## config.mk

```make
export PLATFORM = sky130hd
export DESIGN_NAME = stream_switch_select_ctrl
export DESIGN_NICKNAME = d
export VERILOG_FILES = /design/src/rtl/stream_switch_select_ctrl.sv
export SDC_FILE = /design/constraint.sdc
export NUM_CORES = 1
export LEC_CHECK = 0
export BUFFER_PORTS_ARGS = -buffer_cell sky130_fd_sc_hd__clkbuf_2
export CORE_MARGIN = 4
export CORE_UTILIZATION = 42
export CTS_CLUSTER_DIAMETER = 120
export DETAILED_ROUTE_END_ITERATION = 6
export GPL_ROUTABILITY_DRIVEN = 1
export GPL_TIMING_DRIVEN = 0
export HOLD_SLACK_MARGIN = 0.06
export PLACE_DENSITY = 0.81
export SLEW_MARGIN = 10
export SYNTH_ARGS = -nofsm -noshare
export SYNTH_HDL_FRONTEND = slang
export SYNTH_SLANG_ARGS = --single-unit
```

## constraint.sdc

```tcl
create_clock -name axil_aclk -period 1.88 [get_ports axil_aclk]
set_clock_uncertainty 0.15 [all_clocks]
set_input_delay 0.376 -clock axil_aclk [delete_from_list [all_inputs] [get_ports axil_aclk]]
set_output_delay 0.376 -clock axil_aclk [all_outputs]
set_load 0.1 [all_outputs]
```

## src/rtl/stream_switch_select_ctrl.sv

```systemverilog
// stream_switch_select_ctrl: AXI-Lite staged/committed stream-switch selects, packet-boundary commit with timeout; STREAM_SWITCH_SELECT_IRQ_EN adds irq + IRQ_EN reg
module stream_switch_select_ctrl #(
  parameter int NUM_CH         = 4,
  parameter int M_COUNT        = 2,
  parameter int SEL_W          = $clog2(M_COUNT),
  parameter int COMMIT_TIMEOUT = 1024
) (
  input  logic                    axil_aclk,
  input  logic                    axil_aresetn,
  input  logic                    s_axil_awvalid,
  output logic                    s_axil_awready,
  input  logic [7:0]              s_axil_awaddr,
  input  logic                    s_axil_wvalid,
  output logic                    s_axil_wready,
  input  logic [31:0]             s_axil_wdata,
  output logic                    s_axil_bvalid,
  input  logic                    s_axil_bready,
  output logic [1:0]              s_axil_bresp,
  input  logic                    s_axil_arvalid,
  output logic                    s_axil_arready,
  input  logic [7:0]              s_axil_araddr,
  output logic                    s_axil_rvalid,
  input  logic                    s_axil_rready,
  output logic [31:0]             s_axil_rdata,
  output logic [1:0]              s_axil_rresp,
  input  logic [NUM_CH-1:0]       mon_tvalid,
  input  logic [NUM_CH-1:0]       mon_tready,
  input  logic [NUM_CH-1:0]       mon_tlast,
  output logic [NUM_CH*SEL_W-1:0] select_committed
`ifdef STREAM_SWITCH_SELECT_IRQ_EN
  , output logic                  irq
`endif
);
  localparam int CW = $clog2(COMMIT_TIMEOUT) + 1;
  typedef enum logic {S_IDLE, S_WAIT} state_t;

  state_t                  r_state;
  logic                    r_awready, r_arready, r_bvalid, r_rvalid, r_sticky;
  logic [1:0]              r_bresp, r_rresp;
  logic [31:0]             r_rdata;
  logic [NUM_CH*SEL_W-1:0] r_sel;
  logic [SEL_W-1:0]        r_stg [NUM_CH];
  logic [NUM_CH-1:0]       r_pend, r_in_pkt;
  logic [CW-1:0]           r_cnt;
`ifdef STREAM_SWITCH_SELECT_IRQ_EN
  logic [1:0]              r_irq_en;
  logic                    r_irq;
  assign irq = r_irq;
`endif

  logic              w_wr, w_rd, w_busy, w_werr, w_rmap, w_commit, w_clr, w_tmo, w_unused;
  logic [5:0]        w_widx, w_ridx;
  logic [NUM_CH-1:0] w_in_nx, w_safe, w_left, w_stg_we, w_mask;
  logic [31:0]       w_rdata;

  assign w_wr     = r_awready & s_axil_awvalid & s_axil_wvalid;
  assign w_rd     = r_arready & s_axil_arvalid;
  assign w_widx   = s_axil_awaddr[7:2];
  assign w_ridx   = s_axil_araddr[7:2];
  assign w_mask   = s_axil_wdata[NUM_CH-1:0];
  assign w_busy   = r_state == S_WAIT;
  // a channel is safe to switch once it sits outside a packet after this edge
  assign w_in_nx  = (mon_tvalid & mon_tready & ~mon_tlast) | (~(mon_tvalid & mon_tready) & r_in_pkt);
  assign w_safe   = r_pend & ~w_in_nx;
  assign w_left   = r_pend & w_in_nx;
  assign w_tmo    = w_busy & (r_cnt == CW'(COMMIT_TIMEOUT - 1)) & (|w_left);
  assign w_commit = w_wr & (w_widx == 6'd0) & ~w_busy & (|w_mask);
  assign w_clr    = w_wr & (w_widx == 6'd1) & s_axil_wdata[1];
  assign w_unused = ^{s_axil_awaddr[1:0], s_axil_araddr[1:0], s_axil_wdata};

  assign s_axil_awready   = r_awready;
  assign s_axil_wready    = r_awready;
  assign s_axil_bvalid    = r_bvalid;
  assign s_axil_bresp     = r_bresp;
  assign s_axil_arready   = r_arready;
  assign s_axil_rvalid    = r_rvalid;
  assign s_axil_rdata     = r_rdata;
  assign s_axil_rresp     = r_rresp;
  assign select_committed = r_sel;

  always_comb begin
    w_werr   = 1'b1;
    w_stg_we = '0;
    if (w_widx == 6'd0) w_werr = w_busy;
    if (w_widx == 6'd1) w_werr = 1'b0;
`ifdef STREAM_SWITCH_SELECT_IRQ_EN
    if (w_widx == 6'd2) w_werr = 1'b0;
`endif
    for (int i = 0; i < NUM_CH; i++) begin
      if (w_widx == 6'(4 + i)) begin
        w_werr      = r_pend[i];
        w_stg_we[i] = w_wr & ~r_pend[i];
      end
      if (w_widx == 6'(16 + i)) w_werr = 1'b0;
    end
  end

  always_comb begin
    w_rdata = '0;
    w_rmap  = 1'b0;
    if (w_ridx == 6'd0) begin
      w_rdata[NUM_CH-1:0] = r_pend;
      w_rmap = 1'b1;
    end
    if (w_ridx == 6'd1) begin
      w_rdata[1:0] = {r_sticky, w_busy};
      w_rmap = 1'b1;
    end
`ifdef STREAM_SWITCH_SELECT_IRQ_EN
    if (w_ridx == 6'd2) begin
      w_rdata[1:0] = r_irq_en;
      w_rmap = 1'b1;
    end
`endif
    for (int i = 0; i < NUM_CH; i++) begin
      if (w_ridx == 6'(4 + i)) begin
        w_rdata[SEL_W-1:0] = r_stg[i];
        w_rmap = 1'b1;
      end
      if (w_ridx == 6'(16 + i)) begin
        w_rdata[SEL_W-1:0] = r_sel[i*SEL_W +: SEL_W];
        w_rmap = 1'b1;
      end
    end
  end

  always_ff @(posedge axil_aclk or negedge axil_aresetn) begin
    if (!axil_aresetn) begin
      r_state   <= S_IDLE;
      r_awready <= 1'b0;
      r_arready <= 1'b0;
      r_bvalid  <= 1'b0;
      r_rvalid  <= 1'b0;
      r_bresp   <= 2'b00;
      r_rresp   <= 2'b00;
      r_rdata   <= '0;
      r_sel     <= '0;
      r_pend    <= '0;
      r_in_pkt  <= '0;
      r_sticky  <= 1'b0;
      r_cnt     <= '0;
      for (int i = 0; i < NUM_CH; i++) r_stg[i] <= '0;
`ifdef STREAM_SWITCH_SELECT_IRQ_EN
      r_irq_en  <= 2'b00;
      r_irq     <= 1'b0;
`endif
    end else begin
      r_awready <= s_axil_awvalid & s_axil_wvalid & ~r_bvalid & ~r_awready;
      r_arready <= s_axil_arvalid & ~r_rvalid & ~r_arready;
      if (w_wr) begin
        r_bvalid <= 1'b1;
        r_bresp  <= w_werr ? 2'b10 : 2'b00;
      end else if (s_axil_bready) r_bvalid <= 1'b0;
      if (w_rd) begin
        r_rvalid <= 1'b1;
        r_rdata  <= w_rdata;
        r_rresp  <= w_rmap ? 2'b00 : 2'b10;
      end else if (s_axil_rready) r_rvalid <= 1'b0;
      r_in_pkt <= w_in_nx;
      for (int i = 0; i < NUM_CH; i++) if (w_stg_we[i]) r_stg[i] <= s_axil_wdata[SEL_W-1:0];
      // a timeout setting the sticky bit overrides a simultaneous clear
      r_sticky <= w_tmo | (r_sticky & ~w_clr);
      if (r_state == S_IDLE) begin
        if (w_commit) begin
          r_pend  <= w_mask;
          r_cnt   <= '0;
          r_state <= S_WAIT;
        end
      end else begin
        for (int i = 0; i < NUM_CH; i++) if (w_safe[i]) r_sel[i*SEL_W +: SEL_W] <= r_stg[i];
        r_cnt <= r_cnt + 1'b1;
        if (w_left == '0 || w_tmo) begin
          r_pend  <= '0;
          r_state <= S_IDLE;
        end else r_pend <= w_left;
      end
`ifdef STREAM_SWITCH_SELECT_IRQ_EN
      if (w_wr && w_widx == 6'd2) r_irq_en <= s_axil_wdata[1:0];
      r_irq <= (r_irq & ~(w_wr & (w_widx == 6'd2))) | (w_busy & (((w_left == '0) & r_irq_en[0]) | (w_tmo & r_irq_en[1])));
`endif
    end
  end
endmodule
```

==> impl_metrics.tcl, run 1 <==
set metrics [dict create \
    drv_slew 0 \
    clk_path_buf_depth 2 \
    min_period_over_period 1.03 \
    synth_ff_type "dfrtp_1" \
    yosysTopAreaCellShare 0.429 \
    yosysWarnings 0 \
    fp-row-count 26 \
    fillers 451 \
    core-area_mm2 0.00517 \
    pre_cts_slack_ns -0.433 \
    crit_type "input pin to flop" \
    path_clk_slew_ns 0.08 \
    crit_required_ns 1.91 \
    syn2layout_area_growth_pct 29.5 \
    n_antenna_cell 0 \
    swShare 0.400 \
    cellPowerDensity_mw_per_mm2 782 \
    p_sw_uw 921 \
    hpwlAfterDp_um 3930 \
    leakage_uw 0.00141 \
    drc_errors 0 \
    h-tree-depth 2 \
    async_reset_ff_frac 1.00 \
    grt_first_pass_wirelength_um 8340 \
    max_slew.worst_pin.slew_ns 0.955 \
    wire_per_inst_um 12.9 \
    fin_crit_ns 1.93 \
    max_freq_ghz 0.518 \
    path_cells "clkbuf_2 -> or3_4 -> or3_4 -> o31a_1 -> a221o_1" \
    drive_gt1_frac 0.359 \
    violations "setup timing" \
    slew_headroom 0.363 \
    yosysSeqAreaShare 0.429 \
    p_seq_frac 0.404 \
    synth_area_leader_cell "dfrtp_1" \
    cap_viol_max_count 0 \
    firstDrtPassIters 5 \
    synthTopCellsByArea "dfrtp_1 43%, buf_4 10%, nand2_1 5.4%" \
    peakVddDrop_mv 0.570 \
    routabilityCongestion 0.889 \
    final-hold-violation-count 0 \
    final_nets 407 \
    num_vias 2081 \
    holdBufCountCts 0 \
    dieArea_mm2 0.00665 \
    cp_common_cell "or3_4" \
    io_pins 112 \
    worstPathMaxFanout 6 \
    fp.dieH_um 81.6 \
    intPower_uw 1380 \
    power_uw 2300 \
    io_buffers 47 \
    cp.arrival_ns 1.96 \
    setup_viol 8 \
    grt_pass1_vias 1819 \
    cp_slowest_stage_delay_ns 0.39 \
    setup_slack_ns -0.0512 \
    clock_sinks 39 \
    gr-usage-all-layers 0.164 \
    antenna_found_initial 0 \
    grt_start_max_net_pins 40 \
    synth_area_mm2 0.00227 \
    rsz0062_at_grt "true" \
    dp.cells 395 \
    hp-class "input pin to async pin" \
    grt_overflow 0 \
    start_util 0.440 \
    synth_edf_count 0 \
    root_buffer "clkbuf_8" \
    antenna_left 0 \
    die_w_um 81.6 \
    power_frac_clock 0.268 \
    numCtsBuffers 5 \
    finalSetupTns_ns -0.173 \
    drt_iter0_markers 112 \
    clock_latency_ns 0.29 \
    netlist_instances 249 \
    combPwrFrac 0.328 \
    cts_tree "done" \
    end_kind "flop" \
    ys_ff_latch 39 \
    instances_no_fill 410 \
    ys_types 49 \
    syn_area_per_cell_um2 9.13 \
    vias_per_cell 5.08 \
    run_status "complete, but fails checks" \
    drt-total-wl_um 5270 \
    r2r.worst_path.cells 4 \
    cp_slowest_cell "or3_4" \
    startpoint_type "input pin" \
]
==> synth_stat cells (5+ instances only) <==
cell type  instances
nand3_1           15
nand2b_1           6
nand2_1           33
o21ai_0           18
a21oi_1            7
buf_4             31
o31ai_1            6
mux2_2             7
dfrtp_1           39
inv_1              8
nor2_1            17
a31oi_1            5
==> layout make-up <==
cell class | count | area, um^2 | share of cell area
Timing Repair Buffer | 54 | 288 | 0.0977
Tap cell | 70 | 87.6 | 0.0297
Clock buffer | 8 | 100 | 0.0340
Sequential cell | 39 | 982 | 0.334
Buffer | 36 | 255 | 0.0867
Multi-Input combinational cell | 195 | 1200 | 0.408
Inverter | 8 | 30.0 | 0.0102
==> path summary, 6_finish.rpt <==
| path | start | to | slack, ns |
|---|---|---|---|
| min in group axil_aclk | s_axil_bready | s_axil_bvalid | 0.11 |
| min reg2reg | s_axil_rvalid | s_axil_arready | 0.30 |
| max reg2reg | s_axil_awready | r_pend[3] | -0.04 |
| min | axil_aresetn | s_axil_rdata[0] | 0.07 |
| max in group asynchronous | axil_aresetn | s_axil_awready | 0.81 |
| max | s_axil_awaddr[5] | r_pend[3] | -0.05 |
==> sequential cells by signal (all words and copies together), names as in the netlist, 4 cells and up <==
name,count
r_cnt,11
r_in_pkt,4
r_pend,4
r_stg,4
s_axil_rdata,4
select_committed,4
==> metal layers <==
| metal | track usage | vias up | share of wire |
|---|---|---|---|
| met4 | 0.0598 | 0 | 0.020 |
| met2 | 0.269 | 94 | 0.46 |
| met3 | 0.0439 | 11 | 0.086 |
| met1 | 0.208 | 954 | 0.43 |
| met5 | 0 | - | 0 |
| li1 | - | 1022 | - |
==> what timing repair did <==
item / 4_1_cts / 5_1_grt
setup endpoints to repair: 14 / 15
buffers inserted: 5 / 2
resized for setup: 5 / 4
gates cloned: 0 / 1
pin swaps: 5 / 0
==> stage by stage <==
step | area, um^2 | hold slack (ns) | utilization
floorplan | 2440 | -0.0696 | -
global placement | 2760 | 0.287 | 0.534
detailed placement | 2760 | 0.303 | 0.534
CTS | 2900 | 0.0996 | 0.561
global route | 2940 | 0.124 | 0.569
finish | 2940 | 0.0693 | 0.569
==> cells in the final DEF (no fill, tap or decap), types with 5 or more instances in the layout <==
cell      instances
a21oi_1           7
a31oi_1           5
buf_4            39
clkbuf_2         47
clkbuf_8          7
conb_1           30
dfrtp_1          36
inv_1             8
mux2_2            6
nand2_1          32
nand2b_1          5
nand3_1          12
nor2_1           17
o21ai_0          12
o21ai_1           8
o31ai_1           6
==> critical path: cells and delay by family <==
family	cells	cell delay, ns
buffers and inverters	1	0.11
AOI/OAI and AO/OA	2	0.69
and+or+nand+nor	2	0.78
==> power groups by stage <==
stage	Sequential [uW]	Clock, uW	Combinational [uW]
2_1_floorplan	1120	0	434
3_3_place_gp	944	0	724
3_5_place_dp	947	0	731
4_1_cts	929	637	747
5_1_grt	937	684	795
6_report	931	618	755
==> logic make-up (layout without fill, tap and decap cells) <==
kind of cell,count (synthesis),in the layout,share of synthesized area
AND/OR/NAND/NOR,95,96,0.215
AO/OA/AOI/OAI,56,56,0.163
buffers and inverters,45,106,0.129
flip-flops,39,39,0.429
multiplexers,11,11,0.0523
adder cells (fa/ha/maj),1,1,0.00550
other,1,30,0.00165
XOR/XNOR,1,1,0.00385
Note: power is estimated with default switching activity, not from simulation.
==> run 2, diff against run 1 <==
==> constraint.sdc (replaced) <==
create_clock -name axil_aclk -period 1.88 [get_ports axil_aclk]
set_clock_uncertainty 0.15 [all_clocks]
set_input_delay 0.094 -clock axil_aclk [delete_from_list [all_inputs] [get_ports axil_aclk]]
set_output_delay 0.094 -clock axil_aclk [all_outputs]
set_load 0.1 [all_outputs]
==> run 2 against run 1 <==
  * The flow still finishes with violations (setup timing)
  * Cell area up 8.9%
  * Sequential share of layout area fell by 2.7 points
  * Clock power fell by 3%
  * Core utilization is 5.1 points higher
  * Flip-flop and latch count did not move
  * Critical path type is now flop to flop
  * Highest routed layer unchanged
==> impl_metrics.tcl, run 2 (synthesis results as in run 1) <==
set metrics [dict create \
    crit_type "flop to flop" \
    path_buf_inv 0 \
    io_buffers 47 \
    rsz0062_at_grt "true" \
    wl_met2_um 2620 \
    crit_required_ns 1.91 \
    h-tree-depth 2 \
    gr-usage-all-layers 0.169 \
    antenna_found_initial 0 \
    root_buffer "clkbuf_8" \
    route.met3.wl_um 466 \
    antenna_left 0 \
    start_util 0.440 \
    firstDrtPassIters 6 \
    dieArea_mm2 0.00665 \
    top_register "r_cnt" \
    drt-total-wl_um 5480 \
    final-hold-violation-count 0 \
    worstPathMaxFanout 5 \
    path_clk_slew_ns 0.08 \
    run_status "complete, but fails checks" \
    layout.cells.most_common "clkbuf_2" \
    intPower_uw 1390 \
    grt_pass1_vias 1993 \
    drive_gt1_frac 0.345 \
    syn2layout_area_growth_pct 41.1 \
    pre_cts_slack_ns -0.199 \
    core-area_mm2 0.00517 \
    combPwrFrac 0.346 \
    drc_errors 0 \
    p_sw_uw 946 \
    drt_iter0_markers 85 \
    fin_crit_ns 1.92 \
    power_frac_clock 0.257 \
    max_slew.worst_pin.slew_ns 0.948 \
    final_nets 435 \
    setup_slack_ns -0.0352 \
    routabilityCongestion 0.856 \
    p_seq_frac 0.397 \
    die_w_um 81.6 \
    path_cells "ha_2 -> nand2_2 -> or3_4 -> o41ai_4 -> nor2_1 -> a221o_1" \
    design_area_mm2 0.00321 \
    n_antenna_cell 0 \
    startpoint_type "flop" \
    largest_reg_flops 11 \
    leakage_uw 0.00152 \
    dp.cells 395 \
    cellPowerDensity_mw_per_mm2 729 \
    end_kind "flop" \
    grt_start_max_net_pins 40 \
    num_vias 2133 \
    numCtsBuffers 5 \
    min_period_over_period 1.02 \
    drv_slew 0 \
    dr.max_layer_used "met4" \
    clk_path_buf_depth 2 \
    placed_cell_area_mm2 0.00274 \
    swShare 0.404 \
    wire_per_inst_um 12.5 \
    clock_latency_ns 0.29 \
    cp_slowest_cell "dfrtp_1" \
    instances_no_fill 438 \
    layout_common_cells "47 x clkbuf_2, 45 x buf_4, 36 x dfrtp_1, 32 x nand2_1, 30 x conb_1" \
    m1WireLength_um 2340 \
    grt_first_pass_wirelength_um 8600 \
    peakVddDrop_mv 0.486 \
    violations "setup timing" \
    cap_viol_max_count 0 \
    grt_overflow 0 \
    fillers 444 \
    fp-row-count 26 \
    cp_slowest_stage_delay_ns 0.37 \
    cts_tree "done" \
    setup_viol 5 \
    crit_family "compound AO/OA/AOI/OAI gates" \
    fp.dieH_um 81.6 \
    hpwlAfterDp_um 3840 \
    slew_headroom 0.368 \
    max_freq_ghz 0.522 \
    clock_sinks 39 \
    hp-class "input pin to flop" \
    vias_per_cell 4.87 \
    cp.arrival_ns 1.95 \
    io_pins 112 \
]
run 2: cell count changes in the layout (fill, tap and decap cells not counted), sizes merged:
cell and delta:
clkinv +1, clkbuf -1, or4 -1, buf +7
dlygate4sd3 +22
run 2: area by class of cell:
| cell class | count | area (um^2) | area share |
|---|---|---|---|
| buffer | 36 | 255 | 0.0796 |
| clock buffer | 7 | 86.3 | 0.0269 |
| clock inverter | 1 | 8.76 | 0.00273 |
| inverter | 8 | 30.0 | 0.00936 |
| multi-input combinational | 194 | 1180 | 0.369 |
| sequential | 39 | 982 | 0.306 |
| tap | 70 | 87.6 | 0.0273 |
| timing repair buffer | 83 | 573 | 0.179 |
run 2: path summary, 6_finish.rpt:
check                          startpoint              end  slack (ns)  cells after the start
setup / recovery                 r_cnt[1]        r_pend[1]       -0.04                      6
hold / removal             s_axil_awvalid  s_axil_bresp[1]        0.07                      4
setup reg to reg                 r_cnt[1]        r_pend[1]       -0.04                      6
hold reg to reg             s_axil_bvalid   s_axil_awready        0.32                      1
max in group asynchronous    axil_aresetn   s_axil_awready        0.57                      2
min in group asynchronous    axil_aresetn    s_axil_bvalid        0.32                      2
run 2: power by group through the flow:
stage	clock [uW]	combinational [uW]	sequential, uW
6_report	600	809	929
3_5_place_dp	0	726	948
5_1_grt	655	851	936
2_1_floorplan	0	433	1120
3_3_place_gp	0	720	945
4_1_cts	611	792	927
run 2: metal layers:
layer / up-vias / global-route usage
met5: - / 0
met4: 0 / 0.0498
met3: 9 / 0.0471
met2: 91 / 0.290
met1: 970 / 0.206
li1: 1063 / -
run 2: through the flow:
stage | total power (uW) | TNS (ns) | hold slack, ns | util
floorplan | 1550 | -2.83 | -0.352 | -
global placement | 1660 | -1.39 | 0.124 | 0.530
detailed placement | 1670 | -1.76 | 0.135 | 0.530
CTS | 2330 | -0.323 | 0.0738 | 0.608
global route | 2440 | -0.807 | 0.0739 | 0.620
finish | 2340 | -0.0903 | 0.0695 | 0.620
run 2: repair_timing:
| action | CTS | global route |
|---|---|---|
| resized for setup | 6 | 5 |
| hold buffers | 22 | 0 |
| setup endpoints to repair | 14 | 16 |
| hold endpoints to repair | 61 | 0 |
| setup buffers | 9 | 5 |
| pin swaps | 4 | 4 |
run 2: worst register-to-register path: stages, from the launching register on:
cell and delay (ns):
dfrtp_1 0.37, ha_2 0.20, nand2_2 0.05, or3_4 0.35, o41ai_4 0.33, nor2_1 0.08
a221o_1 0.28
